<file path="src/rtl/camerax_col_dispatch_if.sv">
// camerax_col_dispatch_if
//   Bundles the camerax ROM read port and the column hand-off to the two
//   ray-cast units.
//   rom_addr    : column address to the camerax ROM (registered)
//   rom_data    : ROM output, valid the cycle after rom_addr is presented
//   req         : per-unit request, level-sensitive
//   grant       : one-hot grant; transfer when col_valid & grant[i]
//   col_valid   : col_idx / col_camerax hold a column ready for hand-off
//   col_idx     : column number on offer
//   col_camerax : Q8.8 camerax of the column on offer
// Modports: master = dispatcher, slave = ROM + ray-cast side.
interface camerax_col_dispatch_if;
    logic [8:0]  rom_addr;
    logic [15:0] rom_data;
    logic [1:0]  req;
    logic [1:0]  grant;
    logic        col_valid;
    logic [8:0]  col_idx;
    logic [15:0] col_camerax;

    modport master (
        output rom_addr, grant, col_valid, col_idx, col_camerax,
        input  rom_data, req
    );

    modport slave (
        input  rom_addr, grant, col_valid, col_idx, col_camerax,
        output rom_data, req
    );
endinterface

</file>
<file path="src/rtl/camerax_col_dispatch.sv">
// camerax_col_dispatch
//   Walks NUM_COLS screen columns once per frame, reads each column's
//   camerax from the ROM and hands {column, camerax} to one of two ray-cast
//   units under round-robin arbitration.
// Ports:
//   clk         : system clock, posedge
//   rst         : synchronous active-high reset
//   frame_start : one-cycle pulse starting a frame walk (IDLE only)
//   bus         : master side of camerax_col_dispatch_if (ROM port + hand-off)
//   busy        : frame walk in progress (low again in the frame_done cycle)
//   frame_done  : one-cycle pulse the cycle after the last column's transfer
// Build option:
//   CAMERAX_PREFETCH_EN : overlap ROM reads with the offer so that a column
//                         can transfer every cycle (adds a holding register).
module camerax_col_dispatch #(
    parameter int unsigned NUM_COLS = 320
) (
    input  logic                          clk,
    input  logic                          rst,
    input  logic                          frame_start,
    camerax_col_dispatch_if.master        bus,
    output logic                          busy,
    output logic                          frame_done
);

    localparam logic [8:0] LAST_COL = 9'(NUM_COLS - 1);

    typedef enum logic [2:0] {
        IDLE,
        FETCH,
        WAIT,
        OFFER,
        DONE
    } state_t;

    state_t      state_q, state_d;
    logic [8:0]  rom_addr_q;
    logic [8:0]  col_idx_q;
    logic [15:0] col_cam_q;
    logic        ptr_q;
    logic        col_valid;
    logic [1:0]  grant;
    logic        xfer;
    logic        last_xfer;

`ifdef CAMERAX_PREFETCH_EN
    // a_v_q : rom_addr_q carries a live read this cycle
    // d_v_q : rom_data carries the column d_col_q this cycle
    // o_v_q : col_idx_q/col_cam_q hold a column (offer slot)
    // h_*   : holding slot behind the offer slot
    logic        a_v_q, d_v_q, o_v_q, h_v_q;
    logic [8:0]  d_col_q, h_col_q;
    logic [15:0] h_dat_q;
    logic        n_o_v, n_h_v, capture_h, drop;
    logic [8:0]  n_o_col;
    logic [15:0] n_o_dat;
`endif

    assign bus.rom_addr    = rom_addr_q;
    assign bus.col_idx     = col_idx_q;
    assign bus.col_camerax = col_cam_q;
    assign bus.col_valid   = col_valid;
    assign bus.grant       = grant;

    assign xfer      = col_valid & (|grant);
    assign last_xfer = xfer & (col_idx_q == LAST_COL);

    // ---------------- FSM ----------------
    always_ff @(posedge clk) begin
        if (rst) begin
            state_q <= IDLE;
        end else begin
            state_q <= state_d;
        end
    end

    always_comb begin
        state_d    = state_q;
        busy       = 1'b0;
        frame_done = 1'b0;
        unique case (state_q)
            IDLE: begin
                if (frame_start) state_d = FETCH;
            end
            FETCH: begin
                busy    = 1'b1;
                state_d = WAIT;
            end
            WAIT: begin
                busy    = 1'b1;
                state_d = OFFER;
            end
            OFFER: begin
                busy = 1'b1;
                if (last_xfer) begin
                    state_d = DONE;
                end
`ifndef CAMERAX_PREFETCH_EN
                else if (xfer) begin
                    state_d = FETCH;
                end
`endif
            end
            DONE: begin
                frame_done = 1'b1;
                state_d    = IDLE;
            end
            default: state_d = IDLE;
        endcase
    end

    always_comb begin
`ifdef CAMERAX_PREFETCH_EN
        col_valid = (state_q == OFFER) && o_v_q;
`else
        col_valid = (state_q == OFFER);
`endif
    end

    // ---------------- round-robin arbitration ----------------
    // ptr_q = 1 gives unit 1 priority when both request.
    always_comb begin
        grant = '0;
        if (col_valid) begin
            case (bus.req)
                2'b01:   grant = 2'b01;
                2'b10:   grant = 2'b10;
                2'b11:   grant = ptr_q ? 2'b10 : 2'b01;
                default: grant = '0;
            endcase
        end
    end

    // After serving unit 0 the other unit gets priority, and vice versa.
    always_ff @(posedge clk) begin
        if (rst) begin
            ptr_q <= 1'b0;
        end else if (xfer) begin
            ptr_q <= grant[0];
        end
    end

`ifndef CAMERAX_PREFETCH_EN
    // ---------------- sequential datapath ----------------
    // rom_addr_q doubles as the column counter: it is loaded with the
    // column to fetch on every entry into FETCH.
    always_ff @(posedge clk) begin
        if (rst) begin
            rom_addr_q <= '0;
            col_idx_q  <= '0;
            col_cam_q  <= '0;
        end else begin
            if (state_q == IDLE && frame_start) begin
                rom_addr_q <= '0;
            end
            if (state_q == WAIT) begin
                col_idx_q <= rom_addr_q;
                col_cam_q <= bus.rom_data;
            end
            if (xfer && !last_xfer) begin
                rom_addr_q <= rom_addr_q + 9'd1;
            end
        end
    end
`else
    // ---------------- prefetch datapath ----------------
    // Reads are issued every cycle. Arriving ROM data fills the offer slot,
    // else the holding slot; if both are occupied the arriving column is
    // dropped and its address re-issued (the read behind it is squashed),
    // so column order is preserved without a deeper buffer.
    always_comb begin
        n_o_v     = o_v_q;
        n_o_col   = col_idx_q;
        n_o_dat   = col_cam_q;
        n_h_v     = h_v_q;
        capture_h = 1'b0;
        drop      = 1'b0;
        if (xfer) begin
            n_o_v   = h_v_q;
            n_o_col = h_col_q;
            n_o_dat = h_dat_q;
            n_h_v   = 1'b0;
        end
        if (d_v_q) begin
            if (!n_o_v) begin
                n_o_v   = 1'b1;
                n_o_col = d_col_q;
                n_o_dat = bus.rom_data;
            end else if (!n_h_v) begin
                n_h_v     = 1'b1;
                capture_h = 1'b1;
            end else begin
                drop = 1'b1;
            end
        end
    end

    always_ff @(posedge clk) begin
        if (rst) begin
            rom_addr_q <= '0;
            col_idx_q  <= '0;
            col_cam_q  <= '0;
            a_v_q      <= 1'b0;
            d_v_q      <= 1'b0;
            o_v_q      <= 1'b0;
            h_v_q      <= 1'b0;
            d_col_q    <= '0;
            h_col_q    <= '0;
            h_dat_q    <= '0;
        end else if (state_q == IDLE) begin
            d_v_q <= 1'b0;
            o_v_q <= 1'b0;
            h_v_q <= 1'b0;
            a_v_q <= frame_start;
            if (frame_start) rom_addr_q <= '0;
        end else if (state_q == DONE) begin
            a_v_q <= 1'b0;
            d_v_q <= 1'b0;
            o_v_q <= 1'b0;
            h_v_q <= 1'b0;
        end else begin
            o_v_q     <= n_o_v;
            col_idx_q <= n_o_col;
            col_cam_q <= n_o_dat;
            h_v_q     <= n_h_v;
            if (capture_h) begin
                h_col_q <= d_col_q;
                h_dat_q <= bus.rom_data;
            end
            if (drop) begin
                rom_addr_q <= d_col_q;
                a_v_q      <= 1'b1;
                d_v_q      <= 1'b0;
            end else begin
                d_v_q   <= a_v_q;
                d_col_q <= rom_addr_q;
                // Stop issuing once the last column's address has gone out.
                if (a_v_q && rom_addr_q != LAST_COL) begin
                    rom_addr_q <= rom_addr_q + 9'd1;
                end else begin
                    a_v_q <= 1'b0;
                end
            end
        end
    end
`endif

endmodule

</file>
<file path="src/flat_wrapper.sv">
// flat-port wrapper written by rule: the top's interface ports become plain ports
module camerax_col_dispatch_flat 
#(
    parameter int unsigned NUM_COLS = 320
)
  (clk, rst, frame_start, busy, frame_done, bus_rom_addr, bus_grant, bus_col_valid, bus_col_idx, bus_col_camerax, bus_rom_data, bus_req);
  camerax_col_dispatch_if bus_i ();
  input  logic clk;
  input  logic rst;
  input  logic frame_start;
  output logic busy;
  output logic frame_done;
  output wire logic [$bits(bus_i.rom_addr)-1:0] bus_rom_addr;
  output wire logic [$bits(bus_i.grant)-1:0] bus_grant;
  output wire logic [$bits(bus_i.col_valid)-1:0] bus_col_valid;
  output wire logic [$bits(bus_i.col_idx)-1:0] bus_col_idx;
  output wire logic [$bits(bus_i.col_camerax)-1:0] bus_col_camerax;
  input wire logic [$bits(bus_i.rom_data)-1:0] bus_rom_data;
  input wire logic [$bits(bus_i.req)-1:0] bus_req;
  assign bus_rom_addr = bus_i.rom_addr;
  assign bus_grant = bus_i.grant;
  assign bus_col_valid = bus_i.col_valid;
  assign bus_col_idx = bus_i.col_idx;
  assign bus_col_camerax = bus_i.col_camerax;
  assign bus_i.rom_data = bus_rom_data;
  assign bus_i.req = bus_req;
  camerax_col_dispatch #(.NUM_COLS(NUM_COLS)) u_core (.clk(clk), .rst(rst), .frame_start(frame_start), .bus(bus_i), .busy(busy), .frame_done(frame_done));
endmodule
</file>
<file path="config.mk">
export PLATFORM = sky130hd
export DESIGN_NAME = camerax_col_dispatch_flat
export DESIGN_NICKNAME = d
export VERILOG_FILES = /design/src/rtl/camerax_col_dispatch_if.sv /design/src/rtl/camerax_col_dispatch.sv /design/src/flat_wrapper.sv
export SDC_FILE = /design/constraint.sdc
export NUM_CORES = 1
export LEC_CHECK = 0
export ABC_AREA = 1
export CAP_MARGIN = 15
export CORE_UTILIZATION = 41
export CTS_BUF_LIST = sky130_fd_sc_hd__clkbuf_8
export DETAILED_ROUTE_END_ITERATION = 6
export HOLD_SLACK_MARGIN = 0.1
export PLACE_DENSITY = 0.79
export SLEW_MARGIN = 40
export SYNTH_ARGS = -nofsm -noshare
export SYNTH_HDL_FRONTEND = slang
export SYNTH_SLANG_ARGS = --single-unit
export TNS_END_PERCENT = 20
</file>
<file path="constraint.sdc">
create_clock -name clk -period 1.4 [get_ports clk]
set_clock_uncertainty 0.2 [all_clocks]
set_input_delay 0.35 -clock clk [delete_from_list [all_inputs] [get_ports clk]]
set_output_delay 0.35 -clock clk [all_outputs]
set_load 0.005 [all_outputs]
</file>
==> run metrics, run 1 <==
Die W=approximately 66 µm; chip height=approximately 66 µm; Synth Area in Compound Gates=0.159; antenna diode count=0; row cnt=22; final wirelength=5180 µm; Post-Layout Cell Count=385; I/O pin count=60; Max-Slew Margin vs Limit=0.782; Setup CP Type=flop to output pin; Startpoint Class=flop; Hold Crit Class=flop to flop; Synth Area in XOR/XNOR=0; Clock power frac=0.282; cts bufs inserted=5; die area=0.00431 mm²; Starting Density=0.441; Data arrival, critical path=1.24 ns; adder-cell area share of the yosys netlist=0.00753; routability congestion estimate=slightly below 0.9; Reg2Reg Setup Slack=-0.27 ns; initial antenna violation count=0; total track usage=0.246; # hold bufs at CTS=0; critical-path maximum fanout=2; DR iter-0 viols=81; Sw Ratio=0.289; layout cell share with drive strength beyond 1=0.430; main combinational cell family by area after synthesis=simple AND/OR/NAND/NOR gates; PwrDens=963 mW/mm²; clk_lat worst skew=0.30 ns; critical path cell sequence=inv_2, nand3_4, inv_2, o211ai_1, buf_4, inv_2, buf_6; Overflow after GRT=0; cells after synthesis=approximately 230; via count=1937; largest stage delay on the critical path=around 0.33 ns; largest net degree at the start of global routing=34; Achievable Freq=0.559 GHz; critical path capture point type=output pin; Worst-Margin Slew=0.325 ns; post-synthesis mux area share=0; post-route ant nets=0; Core Util, Final=0.767; Seq/Total Area, Yosys=0.458; area added between synthesis and finish=74.1%; Net Switching=0.000805 W; first-pass GRT wire length=8100 µm; clk root buf=clkbuf_8; routed length per instance=13.5 µm; H-tree lvl count=2; min cycle time layout=1.79 ns; DP Wirelength=3260 µm; synthesized area=between 0.0015 and 0.002 mm²; internal power=between 0.0015 and 0.002 W; CTS tree=done; FF+latch count, synth=38; Synth cell types=23; Final Setup Violations=47; vias in the first global route=1849; Worst-path clk slew=0.07 ns; simple-gate area share of the yosys netlist=0.287; post-synth net total=between 200 and 300; failing checks=negative setup slack; fin. max-slew vios=0; Worst Path Required=0.85 ns; final worst path period share=1.28; Synth warnings=0; Peak VDD IR=approximately 0.0005 V; most frequent cells in the layout=48 x nor2_1, 38 x buf_4, 24 x dfxtp_2; Max stage delay cell, worst path=dfxtp_2; unrepaired setup endpoints after global routing=true; run status=finished with violations; nets=358; Hold Fails Final Rpt=0; Max Root-Sink Buffers=2; DR DRC count=0; Seq pwr share=0.453; Cells after DPL=361; DR pass1 iterations=4; Avg Inst Size Synth=7.26 µm²; Via density=5.03; Port Buf Inserts=59; Final WS setup=-0.389 ns; power share of the combinational group=0.265; total core area=0.00377 mm²; most common cell after layout, fill and taps aside=nor2_1; total of max-cap violations=0; Pleak=between 1 and 1.5 nW; CP most frequent cell=inv_2; CTS sink count=38
-- what timing repair did --
action / in CTS / in global routing
setup buffers: 20 / 3
setup endpoints to repair: 76 / 67
resized for setup: 147 / 59
pin swaps: 16 / 31
-- cell families (layout without fill, tap and decap cells) --
kind of cell    count (synthesis)  count (layout)
fa+ha+maj                       1               1
buf+inv                        33             141
compound gates                 48              48
simple gates                  109             109
flops                          38              38
-- per-stage QoR --
step / worst slack [ns] / instance area [µm²] / hold WS, ns / setup TNS, ns / total power [W]
2_1_floorplan: 0.0271 / 1660 / 0.219 / 0 / 0.00154
3_3_place_gp: -0.904 / 2540 / 0.257 / -11.85 / 0.00191
4_1_cts: -0.350 / 2850 / 0.285 / -3.98 / 0.00275
5_1_grt: -0.446 / 2890 / 0.289 / -10.38 / 0.00292
6_report: -0.389 / 2890 / 0.264 / -7.40 / 0.00279
3_5_place_dp: -0.985 / 2540 / 0.271 / -14.05 / 0.00193
-- Yosys cell counts --
cell type | instances | area share
nand4_1 | 2 | 0.0075
a21oi_1 | 14 | 0.042
inv_2 | 1 | 0.0023
o31ai_1 | 1 | 0.0045
clkbuf_1 | 5 | 0.011
nor2_2 | 1 | 0.0038
dfxtp_1 | 38 | 0.46
nand3_1 | 22 | 0.066
buf_2 | 1 | 0.0030
nor3_1 | 3 | 0.0090
nand3_2 | 2 | 0.012
a21oi_2 | 2 | 0.011
buf_6 | 2 | 0.014
nand3_4 | 1 | 0.011
o211ai_1 | 1 | 0.0045
a21oi_4 | 1 | 0.0098
nand2_2 | 1 | 0.0038
nor2_1 | 50 | 0.11
buf_4 | 2 | 0.0090
nand2_1 | 27 | 0.061
ha_1 | 1 | 0.0075
o21ai_0 | 29 | 0.087
inv_1 | 22 | 0.050
-- critical path: cells and delay by family, from the launching register on --
family	cells	cell delay (ns)
AOI/OAI and AO/OA	1	0.11
DFF	1	0.33
buffers and inverters	5	0.43
and+or+nand+nor	1	0.07
-- layout make-up --
cell class                 count  area [µm²]
inverter                      23        98.8
multi-input combinational    158         888
clock buffer                   6        82.6
clock inverter                 2        8.76
timing repair buffer         110         956
fill                         305         878
sequential                    38         798
tap                           48        60.1
-- routing by layer --
layer	routed length [µm]	up-vias	GRT usage
met5	0	-	0
met4	71	0	0.0897
met3	380	9	0.0764
met2	2650	77	0.434
met1	2070	885	0.274
li1	-	966	-
-- sequential cells by signal, summed over array words and instances, names as in the netlist --
register                count
u_core.bus.col_camerax     16
u_core.ptr_q                1
u_core.bus.rom_addr         9
u_core.bus.col_idx          9
u_core.state_q              3
-- power groups by stage --
stage / clock network (W) / registers (W) / logic [W]
after global placement: 0 / 0.00128 / 0.000636
after floorplan: 0 / 0.00128 / 0.000260
after global routing: 0.000826 / 0.00127 / 0.000822
after detailed placement: 0 / 0.00128 / 0.000649
after CTS: 0.000783 / 0.00126 / 0.000710
final: 0.000785 / 0.00126 / 0.000739
-- final timing paths --
kind	start	endpoint	cells past startpoint
min reg2reg	u_core.bus.col_camerax[4]	u_core.bus.col_camerax[4]	2
min	u_core.bus.col_camerax[4]	u_core.bus.col_camerax[4]	2
max reg2reg	u_core.state_q[2]	u_core.bus.rom_addr[7]	10
max	u_core.state_q[2]	bus_grant[0]	7
(Power assumes the default switching activity.)
==> inputs of run 2 (changes only) <==
==> constraint.sdc (replaced) <==
create_clock -name clk -period 1.4 [get_ports clk]
set_clock_uncertainty 0.2 [all_clocks]
set_input_delay 0.28 -clock clk [delete_from_list [all_inputs] [get_ports clk]]
set_output_delay 0.28 -clock clk [all_outputs]
set_load 0.005 [all_outputs]
==> run 2 against run 1 <==
The flow still finishes with violations (negative setup slack). Power is 4.2% lower. Sequential share of layout area is 0.66 points higher. Clock power is 12% lower. First-iteration DRC count is 36% higher. Via count is 1.3% lower. Global-route usage is 0.24 points lower. Clock-buffer cell count is 1 lower. Non-clock buffer count stayed put. Fmax is 7.4% higher. Combinational power is 2% lower. Cell area is 2.9% lower.
==> run metrics, run 2 (synthesized netlist as in run 1, its figures left out) <==
total track usage=0.244 (was 0.246); Setup CP Type=flop to output pin (unchanged); Worst Path Required=0.92 ns (was 0.85 ns); Data arrival, critical path=1.19 ns (was 1.24 ns); Sw Ratio=0.282 (was 0.289); Hold Fails Final Rpt=0 (unchanged); failing checks=negative setup slack (unchanged); final worst path period share=1.19 (was 1.28); Achievable Freq=0.600 GHz (was 0.559 GHz); layout cell share with drive strength beyond 1=0.339 (was 0.430); vias in the first global route=1797 (was 1849); final wirelength=4980 µm (was 5180 µm); power share of the combinational group=0.272 (was 0.265); DR pass1 iterations=4 (unchanged); Hold EP=u_core.bus.col_camerax[11] (was u_core.bus.col_camerax[4]); CTS sink count=38 (unchanged); Clock power frac=0.258 (was 0.282); row cnt=22 (unchanged); Net Switching=0.000754 W (was 0.000805 W); hold slack=0.267 ns (was 0.264 ns); critical-path maximum fanout=3 (was 2); I/O pin count=60 (unchanged); DP Wirelength=3230 µm (was 3260 µm); fin. max-slew vios=0 (unchanged); Overall Power=0.00267 W (was 0.00279 W); total of max-cap violations=0 (unchanged); via count=1911 (was 1937); Min-Delay Path Depth=2 (unchanged); CTS tree=done (unchanged); first-pass GRT wire length=8070 µm (was 8100 µm); R2R Path End=u_core.state_q[0] (was u_core.bus.rom_addr[7]); Starting Density=0.441 (unchanged); antenna diode count=0 (unchanged); critical path cell sequence=inv_4, buf_4, nand3_2, nand2_2, inv_2, nand2_1, buf_2 (was inv_2, nand3_4, inv_2, o211ai_1, buf_4, inv_2, buf_6); PwrDens=951 mW/mm² (was 963 mW/mm²); clk_lat worst skew=0.29 ns (was 0.30 ns); total core area=0.00377 mm² (unchanged); largest stage delay on the critical path=0.38 ns (was 0.33 ns); die area=0.00431 mm² (unchanged); area added between synthesis and finish=69.0% (was 74.1%); Max stage delay cell, worst path=dfxtp_4 (was dfxtp_2); Seq pwr share=0.470 (was 0.453); Worst-path clk slew=0.07 ns (about the same); met3 wire length=332 µm (was 380 µm); run status=finished with violations (unchanged); Die W=65.7 µm (unchanged); Worst R2R Start=u_core.state_q[2] (unchanged); chip height=65.7 µm (unchanged); Final Setup Violations=23 (was 47); Via density=4.98 (was 5.03); post-layout instance area=0.00281 mm² (was 0.00289 mm²); unrepaired setup endpoints after global routing=true (unchanged); post-route ant nets=0 (unchanged); cts bufs inserted=5 (unchanged); DR iter-0 viols=110 (was 81); Max-Slew Margin vs Limit=0.759 (was 0.782); Routed met2 length=2490 µm (was 2650 µm); min cycle time layout=1.67 ns (was 1.79 ns); Final WS setup=-0.266 ns (was -0.389 ns); DR DRC count=0 (unchanged); clk root buf=clkbuf_8 (unchanged); Hold Crit Class=flop to flop (unchanged); routed length per instance=13.0 µm (was 13.5 µm); nets=358 (unchanged); Peak VDD IR=0.000394 V (was 0.000507 V); initial antenna violation count=0 (unchanged); most frequent cells in the layout=47 x nor2_1, 41 x buf_4, 31 x dlygate4sd2_1 (was 48 x nor2_1, 38 x buf_4, 24 x dfxtp_2); Pleak=1.31 nW (was 1.27 nW); most common cell after layout, fill and taps aside=nor2_1 (unchanged); Max Root-Sink Buffers=2 (unchanged); critical path capture point type=output pin (unchanged); internal power=0.00192 W (was 0.00198 W); HP Start=u_core.bus.col_camerax[11] (was u_core.bus.col_camerax[4]); H-tree lvl count=2 (unchanged); Top Metal Used=met4 (unchanged); routability congestion estimate=0.829 (was 0.871); placed cell area=0.00257 mm² (was 0.00254 mm²); critical path's top delay family=flip-flops (was buffers and inverters); Reg2Reg Setup Slack=-0.22 ns (was -0.27 ns); Startpoint Class=flop (unchanged); Port Buf Inserts=59 (unchanged); max FFs per register=16 (unchanged); Overflow after GRT=0 (unchanged); largest net degree at the start of global routing=34 (unchanged); Worst-Margin Slew=0.358 ns (was 0.325 ns); r2r worst-path depth=8 (was 10); Core Util, Final=0.745 (was 0.767); WL met1=2070 µm (about the same); Setup TNS=-3.53 ns (was -7.40 ns); worst path bufs/invs=4 (was 5)
[run 2: cell type report]
type                       instances  area, µm²
timing repair buffer             110        960
fill                             302        963
tap                               48       60.1
clock inverter                     2       7.51
multi-input combinational        158        827
inverter                          23       91.3
sequential                        38        793
clock buffer                       5       68.8
[run 2: per-layer routing]
layer | track usage | vias to the layer above
met4 | 0.0571 | 0
met2 | 0.435 | 76
met5 | 0 | -
met3 | 0.0677 | 13
met1 | 0.284 | 868
li1 | - | 954
[run 2: worst max-delay path by stage]
stage / startpoint / to / slack [ns] / cells past startpoint
2_1_floorplan: u_core.bus.rom_addr[0] / u_core.bus.rom_addr[6] / 0.03 / 7
3_3_place_gp: bus_req[0] / bus_grant[0] / -0.77 / 6
3_5_place_dp: bus_req[0] / bus_grant[0] / -0.82 / 6
4_1_cts: u_core.state_q[2] / bus_grant[1] / -0.24 / 4
5_1_grt: u_core.state_q[2] / busy / -0.31 / 7
6_report: u_core.state_q[2] / busy / -0.27 / 7
[run 2: power by group through the flow]
stage	Combinational, W	Clock (W)	Sequential, W
3_3_place_gp	0.000666	0	0.00127
6_report	0.000726	0.000689	0.00126
2_1_floorplan	0.000260	0	0.00128
5_1_grt	0.000811	0.000762	0.00127
4_1_cts	0.000683	0.000692	0.00125
3_5_place_dp	0.000677	0	0.00128
[run 2: repair_timing]
action                                  4_1_cts  5_1_grt
pin swaps                                    11        9
hold buffers                                  0        0
setup buffers                                11        2
endpoints found under the setup margin       76       44
gates cloned                                  0        0
gates resized for setup                     109       21
[run 2: through the flow]
stage / setup WS [ns] / std cells
floorplan: 0.0302 / 229
global placement: -0.768 / 365
detailed placement: -0.822 / 365
CTS: -0.242 / 382
global route: -0.315 / 384
finish: -0.266 / 384
[run 2: worst register-to-register path: cells and delay by family, from the launching register on]
| kind | cells | cell delay, ns |
|---|---|---|
| flip-flops | 1 | 0.37 |
| buffers and inverters | 3 | 0.37 |
| AO/OA/AOI/OAI | 2 | 0.33 |
| AND/OR/NAND/NOR | 3 | 0.26 |
==> inputs of run 3 (changes only) <==
- HOLD_SLACK_MARGIN: 0.1 -> 0.06
- TNS_END_PERCENT: 20 -> 5
==> run 3 against run 2 <==
The flow still finishes with violations (negative setup slack). Non-clock buffer count shrank 4. Combinational power shrank 3.6%. Clock-buffer cell count is the same. Power shrank 1.3%.
==> run metrics, run 3 (synthesized netlist as in run 1, its figures left out) <==
run status=finished with violations (unchanged); failing checks=negative setup slack (unchanged); antenna diode count=0 (unchanged); first-pass GRT wire length=7850 µm (was 8070 µm); clk_lat worst skew=0.29 ns (about the same); Die W=65.7 µm (unchanged); post-layout instance area=0.00274 mm² (was 0.00281 mm²); Peak VDD IR=0.000527 V (was 0.000394 V); unrepaired setup endpoints after global routing=true (unchanged); chip height=65.7 µm (unchanged); row cnt=22 (unchanged); total core area=0.00377 mm² (unchanged); I/O pin count=60 (unchanged); Data arrival, critical path=1.18 ns (was 1.19 ns); DP Wirelength=3230 µm (unchanged); clk root buf=clkbuf_8 (unchanged); Worst-Margin Slew=0.360 ns (was 0.358 ns); total of max-cap violations=0 (unchanged); die area=0.00431 mm² (unchanged); DR pass1 iterations=4 (unchanged); Port Buf Inserts=59 (unchanged); Setup CP Type=flop to output pin (unchanged); area added between synthesis and finish=65.0% (was 69.0%); CTS sink count=38 (unchanged); Seq pwr share=0.476 (was 0.470); total track usage=0.236 (was 0.244); Net Switching=0.000731 W (was 0.000754 W); Max stage delay cell, worst path=dfxtp_4 (unchanged); power share of the combinational group=0.266 (was 0.272); DR DRC count=0 (unchanged); DP Worst Slack=-0.822 ns (unchanged); Final WS setup=-0.256 ns (was -0.266 ns); Cells after DPL=365 (unchanged); internal power=0.00190 W (was 0.00192 W); max FFs per register=16 (unchanged); Post-Layout Cell Count=380 (was 384); initial antenna violation count=0 (unchanged); Clock power frac=0.258 (about the same); H-tree lvl count=2 (unchanged); placed cell area=0.00257 mm² (unchanged); final wirelength=4690 µm (was 4980 µm); Worst Path Required=0.92 ns (about the same); Starting Density=0.441 (unchanged); Worst-path clk slew=0.07 ns (about the same); final worst path period share=1.18 (was 1.19); Startpoint Class=flop (unchanged); Final Setup Violations=23 (unchanged); Hold Fails Final Rpt=0 (unchanged); layout cell share with drive strength beyond 1=0.298 (was 0.339); Max Root-Sink Buffers=2 (unchanged); Achievable Freq=0.604 GHz (was 0.600 GHz); Sw Ratio=0.278 (was 0.282); fillers=317 (was 302); Hold Crit Class=flop to flop (unchanged); fin. max-slew vios=0 (unchanged); CTS tree=done (unchanged); Max-Slew Margin vs Limit=0.758 (was 0.759); critical-path maximum fanout=3 (unchanged); Overflow after GRT=0 (unchanged); min cycle time layout=1.66 ns (was 1.67 ns); nets=354 (was 358); critical path capture point type=output pin (unchanged); PwrDens=961 mW/mm² (was 951 mW/mm²); most common cell after layout, fill and taps aside=nor2_1 (unchanged); Pleak=1.28 nW (was 1.31 nW); Via density=4.98 (about the same); post-route ant nets=0 (unchanged); cts bufs inserted=5 (unchanged); routed length per instance=12.3 µm (was 13.0 µm); largest stage delay on the critical path=0.38 ns (about the same); routability congestion estimate=0.829 (unchanged); vias in the first global route=1788 (was 1797); DR iter-0 viols=99 (was 110); via count=1894 (was 1911); largest net degree at the start of global routing=34 (unchanged); most frequent cells in the layout=50 x nor2_1, 40 x buf_4, 31 x dlygate4sd2_1 (was 47 x nor2_1, 41 x buf_4, 31 x dlygate4sd2_1); critical path cell sequence=inv_4, buf_4, nand3_2, nand2_2, inv_2, nand2_1, buf_2 (unchanged); Core Util, Final=0.727 (was 0.745)
-- run 3: cell count changes in the layout (fill, tap and decap cells not counted), sizes merged --
cell,delta
clkdlybuf4s15,+2
buf,-8
clkbuf,+2
-- run 3: final timing paths --
| path | startpoint | depth (start not counted) | slack [ns] | endpoint |
|---|---|---|---|---|
| max | u_core.state_q[2] | 7 | -0.26 | busy |
| min | u_core.bus.rom_addr[8] | 2 | 0.28 | u_core.bus.col_idx[8] |
| max reg2reg | u_core.state_q[2] | 10 | -0.16 | u_core.state_q[1] |
| min reg2reg | u_core.bus.rom_addr[8] | 2 | 0.28 | u_core.bus.col_idx[8] |
-- run 3: area by class of cell --
class                      count  area [µm²]  share of cell area
tap                           48        60.1              0.0219
inverter                      23        88.8              0.0324
sequential                    38         792               0.289
multi-input combinational    158         795               0.290
timing repair buffer         106         930               0.339
clock inverter                 2        7.51             0.00274
clock buffer                   5        68.8              0.0251
-- run 3: metrics by stage --
stage | total power (W) | hold WS [ns] | TNS [ns]
final | 0.00264 | 0.277 | -2.81
after global routing | 0.00280 | 0.305 | -5.70
after CTS | 0.00263 | 0.276 | -2.60
after detailed placement | 0.00195 | 0.272 | -10.71
after global placement | 0.00194 | 0.257 | -10.18
after floorplan | 0.00154 | 0.149 | 0
-- run 3: metal layers --
metal / global-route usage / vias to the layer above / wire length [µm]
li1: - / 948 / -
met1: 0.271 / 867 / 1970
met2: 0.420 / 72 / 2340
met3: 0.0694 / 7 / 341
met4: 0.0625 / 0 / 38
met5: 0 / - / 0
-- run 3: critical path: cells and delay by family, from the launching register on --
| kind | cells | cell delay, ns |
|---|---|---|
| AND/OR/NAND/NOR | 3 | 0.16 |
| flip-flops | 1 | 0.38 |
| buffers and inverters | 4 | 0.34 |
-- run 3: timing repair --
action / in CTS / in global routing
gates cloned: 0 / 0
hold endpoints to repair: 0 / 0
pin swaps: 11 / 5
setup endpoints to repair: 76 / 48
resized for setup: 92 / 15
buffers inserted: 8 / 1
hold buffers: 0 / 0
-- run 3: power groups by stage --
stage	Combinational (W)	Clock [W]	Sequential (W)
3_5_place_dp	0.000677	0	0.00128
4_1_cts	0.000680	0.000692	0.00126
6_report	0.000700	0.000680	0.00126
2_1_floorplan	0.000260	0	0.00128
5_1_grt	0.000783	0.000754	0.00127
3_3_place_gp	0.000666	0	0.00127
